==> src/rtl/sum_accumulator.sv <==
// Streaming packet accumulator built around a carry-lookahead adder.
// Optional feature: define ACC_SATURATE_EN to clamp the running total at all-ones on carry-out.

module sum_accumulator_cla #(
  parameter int DATA_WIDTH = 8
) (
  input  logic [DATA_WIDTH-1:0] a,
  input  logic [DATA_WIDTH-1:0] b,
  input  logic                  cin,
  output logic [DATA_WIDTH-1:0] sum,
  output logic                  cout
);

  logic [DATA_WIDTH-1:0] prop;
  logic [DATA_WIDTH-1:0] gen;
  logic [DATA_WIDTH:0]   carry;

  // Flattened lookahead: carry into bit idx as a sum of generate terms over the propagate chain.
  function automatic logic carry_into(input logic [DATA_WIDTH-1:0] p,
                                      input logic [DATA_WIDTH-1:0] g,
                                      input logic                  c0,
                                      input int                    idx);
    logic c;
    logic prod;
    c    = 1'b0;
    prod = 1'b1;
    for (int j = idx - 1; j >= 0; j--) begin
      c    = c | (prod & g[j]);
      prod = prod & p[j];
    end
    return c | (prod & c0);
  endfunction

  assign prop = a ^ b;
  assign gen  = a & b;

  for (genvar i = 0; i <= DATA_WIDTH; i++) begin : g_carry
    assign carry[i] = carry_into(prop, gen, cin, i);
  end

  assign sum  = prop ^ carry[DATA_WIDTH-1:0];
  assign cout = carry[DATA_WIDTH];

endmodule

module sum_accumulator #(
  parameter int DATA_WIDTH = 8,
  parameter int CNT_WIDTH  = 8
) (
  input  logic                  clk,
  input  logic                  rst_n,
  input  logic                  in_valid,
  output logic                  in_ready,
  input  logic [DATA_WIDTH-1:0] in_data,
  input  logic                  in_last,
  output logic                  out_valid,
  input  logic                  out_ready,
  output logic [DATA_WIDTH-1:0] out_sum,
  output logic                  out_ovf,
  output logic [CNT_WIDTH-1:0]  out_count
);

  typedef enum logic [0:0] {
    ST_ACC = 1'b0,
    ST_OUT = 1'b1
  } state_t;

  state_t                state;
  state_t                state_next;
  logic [DATA_WIDTH-1:0] acc;
  logic                  ovf;
  logic [CNT_WIDTH-1:0]  cnt;
  logic [DATA_WIDTH-1:0] cla_sum;
  logic                  cla_cout;
  logic [DATA_WIDTH-1:0] acc_upd;
  logic                  ovf_upd;
  logic [CNT_WIDTH-1:0]  cnt_upd;
  logic                  beat;
  logic                  take;

  sum_accumulator_cla #(.DATA_WIDTH(DATA_WIDTH)) u_cla (
    .a    (acc),
    .b    (in_data),
    .cin  (1'b0),
    .sum  (cla_sum),
    .cout (cla_cout)
  );

  // Handshake qualifiers, decoded from the state register so outputs stay input-independent.
  always_comb begin
    beat = 1'b0;
    take = 1'b0;
    if (state == ST_ACC) begin
      beat = in_valid;
    end else begin
      take = out_ready;
    end
  end

  // Candidate accumulator values for an accepted beat.
  always_comb begin
    acc_upd = cla_sum;
`ifdef ACC_SATURATE_EN
    if (cla_cout) begin
      acc_upd = {DATA_WIDTH{1'b1}};
    end else begin
      acc_upd = cla_sum;
    end
`endif
    ovf_upd = ovf | cla_cout;
    if (cnt == {CNT_WIDTH{1'b1}}) begin
      cnt_upd = cnt;
    end else begin
      cnt_upd = cnt + CNT_WIDTH'(1);
    end
  end

  // State register.
  always_ff @(posedge clk) begin
    if (!rst_n) begin
      state <= ST_ACC;
    end else begin
      state <= state_next;
    end
  end

  // Next-state logic.
  always_comb begin
    state_next = state;
    case (state)
      ST_ACC: begin
        if (beat && in_last) begin
          state_next = ST_OUT;
        end else begin
          state_next = ST_ACC;
        end
      end
      ST_OUT: begin
        if (out_ready) begin
          state_next = ST_ACC;
        end else begin
          state_next = ST_OUT;
        end
      end
      default: state_next = ST_ACC;
    endcase
  end

  // Stream control outputs decoded from the state register.
  always_comb begin
    in_ready  = 1'b1;
    out_valid = 1'b0;
    case (state)
      ST_ACC: begin
        in_ready  = 1'b1;
        out_valid = 1'b0;
      end
      ST_OUT: begin
        in_ready  = 1'b0;
        out_valid = 1'b1;
      end
      default: begin
        in_ready  = 1'b1;
        out_valid = 1'b0;
      end
    endcase
  end

  // Running total and result registers; the final beat lands in both in the same edge.
  always_ff @(posedge clk) begin
    if (!rst_n) begin
      acc       <= {DATA_WIDTH{1'b0}};
      ovf       <= 1'b0;
      cnt       <= {CNT_WIDTH{1'b0}};
      out_sum   <= {DATA_WIDTH{1'b0}};
      out_ovf   <= 1'b0;
      out_count <= {CNT_WIDTH{1'b0}};
    end else if (beat) begin
      acc <= acc_upd;
      ovf <= ovf_upd;
      cnt <= cnt_upd;
      if (in_last) begin
        out_sum   <= acc_upd;
        out_ovf   <= ovf_upd;
        out_count <= cnt_upd;
      end
    end else if (take) begin
      acc <= {DATA_WIDTH{1'b0}};
      ovf <= 1'b0;
      cnt <= {CNT_WIDTH{1'b0}};
    end
  end

endmodule
==> config.mk <==
export PLATFORM = sky130hd
export DESIGN_NAME = sum_accumulator
export DESIGN_NICKNAME = d
export VERILOG_FILES = /design/src/rtl/sum_accumulator.sv
export SDC_FILE = /design/constraint.sdc
export NUM_CORES = 1
export LEC_CHECK = 0
export BUFFER_PORTS_ARGS = -buffer_cell sky130_fd_sc_hd__buf_2
export CAP_MARGIN = 0
export CORE_MARGIN = 2
export CORE_UTILIZATION = 59
export DETAILED_ROUTE_END_ITERATION = 16
export GPL_ROUTABILITY_DRIVEN = 0
export PLACE_DENSITY_LB_ADDON = 0.3
export SYNTH_ARGS = -nofsm -noshare
export SYNTH_HDL_FRONTEND = slang
export SYNTH_SLANG_ARGS = --single-unit
==> constraint.sdc <==
create_clock -name clk -period 5.1 [get_ports clk]
set_input_delay 0.255 -clock clk [delete_from_list [all_inputs] [get_ports clk]]
set_output_delay 0.255 -clock clk [all_outputs]
set_load 0.02 [all_outputs]
; ---- Word level (Yosys, flattened, before mapping)
; Index checks and enable logic that the tools add are counted.
[word_totals]
ff_bits = 35
input_bits = 13
out_inout_bits = 19
word_cells = 107
[op_classes]
add_sub_neg = 1
eq_ne = 1
muxes = 13
bitwise = 82
n_reduce_logical = 3
[ops]
columns = operator, count
row1 = AND 1 bit, 49
row2 = 2-to-1 mux 8 bit, 4
row3 = OR 1 bit, 29
row4 = bitwise XOR 8 bit, 2
row5 = "adder 8 x 1 -> 8 bit, second input constant", 1
row6 = AND 8 bit, 1
row7 = "equality test 8 bit, second input constant", 1
row8 = 2-to-1 mux 1 bit, 6
row9 = case mux 1 bit (2 select lines), 3
row10 = AND reduction 2 bit, 1
row11 = nonzero test 2 bit, 1
row12 = logical AND 1 bit, 1
row13 = NOT 1 bit, 1

; ---- Longest topological paths before layout
[depth]
ltp_word = 11
mapped_depth = 6
mapped_depth_nobuf = 5

; ---- Hierarchy
; Synthesis repeated with hierarchy kept, for this count alone.
[hier_totals]
hier_cells = 208
area_unflattened_um2 = 1819.2
[by_module_without_submodules]
columns = module, n_inst, cells_per_inst, area_per_inst_um2, seq_area_each_um2
row1 = sum_accumulator, 1, 167, 1486.4, 700.7
row2 = sum_accumulator_cla, 1, 41, 332.8, 0.0

; ---- Worst setup path before layout
; No wires, ideal clock.
[synth_path]
path_type = reg-to-reg
start = reg acc[2]
end = reg acc[7]
setup_time_ps = 117
arrival_ps = 1711
required_time_ps = 4983
path_slack_ps = 3272
stages_incl_launch_ff = 6
cell_sequence = dfxtp_1 ha_1 o21ai_0 nor3_1 or4_1 a32o_1
[synth_between]
elab_chain_len = 7
[synth_lines]
columns = item, line_no
row1 = from (decl), 70  ; logic [DATA_WIDTH-1:0] acc;
row2 = from (signal assigned), 172  ; acc <= {DATA_WIDTH{1'b0}};
row3 = from (signal assigned), 179  ; acc <= acc_upd;
row4 = from (signal assigned), 188  ; acc <= {DATA_WIDTH{1'b0}};
row5 = AND 8 bit or bitwise XOR 8 bit (tied branches), "35, 34"
row6 = "AND 1 bit, on equally long branches", "28, 29"
row7 = "OR 1 bit, or another cell as far along", 28  ; c = c | (prod & g[j]);
row8 = OR 1 bit or AND 1 bit (tied branches), 28
row9 = OR 1 bit *, 28
row10 = bitwise XOR 8 bit *, 41  ; assign sum = prop ^ carry[DATA_WIDTH-1:0];
row11 = 2-to-1 mux 8 bit *, 178  ; end else if (beat) begin
; Every way passes the cells marked *; elsewhere a longest branch is shown, timed or not.
; A chain may end at the register's enable or synchronous reset.

; ---- Final worst setup path
[layout_path]
start = reg state
end = reg out_count[7]
[layout_between]
elab_chain_len = 2
[layout_lines]
columns = item, line_no
row1 = from (decl), 68  ; state_t state;
row2 = from (signal assigned), 123  ; state <= state_next;
row3 = 2-to-1 mux 1 bit, 93  ; if (state == ST_ACC) begin
row4 = AND reduction 2 bit (no line), --
row5 = to (signal assigned), 177  ; out_count <= {CNT_WIDTH{1'b0}};
row6 = to (signal assigned), 185  ; out_count <= cnt_upd;
row7 = to (decl), 60  ; output logic [CNT_WIDTH-1:0] out_count
; Every way passes these cells.

==> results.txt <==
status: completed
Hold Path End: state
final non-filler cell total: 274
number of detailed-route iterations in the first pass: 4
total CTS buffers: 5
port bufs: 31
worst setup margin: 2880 ps
# nets final: 263
placed cell count: 266
global-route wire length before repair: 6530 um
antenna violations before repair: 0
Placed Area: 1950 um^2
Worst R2R Path Depth: 4
largest net degree at the start of global routing: 22
postcts setup bufs: 0
WS Path Type: flip-flop to flip-flop
I/O pin count: 32
GRT Total Usage: 24.8%
CTS root buf: clkbuf_4
Synth Register Bits: 35
Pins Over Slew Limit: 0
CTS clk-pin slew, worst paths: 100 ps
clk_lat worst skew: 340 ps
worst-path fanout max: 15
RR Startpoint: state
endpoints failing setup: 0
drt wl/cell: 14.2 um
Achievable Freq: 451 MHz
row count: 20
prevailing post-synth register cell: dfxtp_1
CTS Hold Buffers Added: 0
Rel. slew slack: 41.6%
Die Y: 59.2 um
Place WS: 2910 ps
Fin Hold WS: 205 ps
final core utilization: 67.3%
crit path capture type: flip-flop
Synth Warn #: 0
Post-synth EDFFs: 0
Yosys cell types: 45
GRT Residual Overflow: 0
fraction of the yosys area taken by sequential cells: 39.0%
hold wc startpoint: out_ready
Final period util: 43.5%
RSZ-0062 raised after global routing: no
final instance area: 2000 um^2
synthesized area per cell: 8.52 um^2
CORE AREA: 2980 um^2
Detail Placement HPWL: 2790 um
Synth async-reset ratio: 0%
Chip Width: 59.2 um
skew final: 6.54 ps
Mapped Area: 1800 um^2
Worst Path Arrival: 2470 ps
FF-to-FF setup slack: 2880 ps
Via density: 6.06
Starting DRT DRC Count: 115
starting density of the core: 60.4%
TritonCTS clock tree: built
worst setup path startpoint: state
Max clock buf depth: 2
Worst-Margin Slew: 874 ps
DRC: 0
reg2reg end: out_count[7]
Critical Path RT: 5350 ps
Syn Nets: 234
Worst IR Drop VDD: 0.206 mV
Worst setup SP type: flip-flop
die area: 3510 um^2
Leak: 0.817 nW
vias in the first global route: 1415
Synth Instances: 211
post-detailed-route count of antenna-violating nets: 0
Hold Crit Class: input port to flip-flop
diodes inserted: 0
Power Total: 566 uW
Hold Violations, Final: 0
final wirelength: 3900 um
P per Cell Area: 282 nW/um^2
setup TNS: 0 ps
CTS Sinks: 35
share of cells above drive strength 1: 17.8%
Vias: 1660
CTS resizes: 0
WHS Path Cells: 3
synth-to-layout area growth: 11.5%
Tmin final: 2220 ps
max-cap viol count: 0
H-tree levels: 2
-- flip-flops by register name (all words and copies together), names as in the netlist --
signal and count:
acc 8, cnt 8, out_count 8, out_ovf 1
out_sum 8, ovf 1, state 1
-- synth_stat cells, types with 5 or more instances --
master | instances | area share (%)
nand2_1 | 27 | 5.6
nor3_1 | 8 | 2.2
ha_1 | 9 | 6.3
nor2_1 | 10 | 2.1
a21oi_1 | 18 | 5.0
a31oi_1 | 5 | 1.7
clkbuf_1 | 6 | 1.3
o21ai_0 | 14 | 3.9
o31ai_1 | 6 | 2.5
nand3_1 | 12 | 3.3
dfxtp_1 | 35 | 39
-- report_power, final --
part / total (mW) / switching (mW) / internal (mW) / leakage (nW)
sequential: 0.301 / 0.0108 / 0.290 / 0.286
clock: 0.144 / 0.0911 / 0.0531 / 0.0282
combinational: 0.120 / 0.0742 / 0.0462 / 0.503
total: 0.566 / 0.176 / 0.389 / 0.817
-- worst max path at each step --
stage                               to  slack [ps]  cells after the start
final                     out_count[7]        2880                      4
after global routing      out_count[7]        2660                      4
after global placement    out_count[7]        2990                      5
after detailed placement  out_count[7]        2910                      5
after CTS                 out_count[7]        2900                      4
after floorplan                 acc[7]        3270                      5
-- logic make-up after synthesis --
| group | synth area share (%) |
|---|---|
| fa+ha+maj | 7.38 |
| compound gates | 26.8 |
| mux | 0.557 |
| buf+inv | 3.06 |
| simple gates | 20.8 |
| xor+xnor | 2.44 |
| flops | 39.0 |
-- per-layer routing --
metal  vias to the layer above  track usage, %  part of all wire (%)
met2                        68            35.2                    41
met3                         9            7.42                   7.7
met1                       724            34.8                    49
met5                         -               0                     0
met4                         0            10.7                   2.2
li1                        859               -                     -
-- layout make-up --
type / instances / area (um^2)
well taps: 33 / 41.3
flip-flops and latches: 35 / 701
multi-input cells: 164 / 1040
fillers: 250 / 973
clock inverters: 2 / 12.5
repair buffers: 31 / 155
clock buffers: 6 / 41.3
inverters: 3 / 11.3
-- placed cells by master (no fill, tap or decap), drive strengths merged, types with 3 or more instances in the layout --
| master | count |
|---|---|
| o21ai | 14 |
| and2 | 4 |
| o211ai | 4 |
| nand2 | 27 |
| ha | 9 |
| clkbuf | 6 |
| and3 | 3 |
| nor2 | 10 |
| dfxtp | 35 |
| xnor2 | 3 |
| o311ai | 3 |
| a22oi | 4 |
| o31ai | 6 |
| buf | 31 |
| a31oi | 5 |
| a21o | 3 |
| a21oi | 18 |
| nor3 | 8 |
| nand3 | 13 |
-- worst max-delay path, stage by stage (launching register included) --
cell and delay, ps:
dfxtp_1 380, nor2b_1 710, and2_1 560, nand2_1 210
o31ai_1 270
Note: power is estimated with default switching activity, not from simulation.
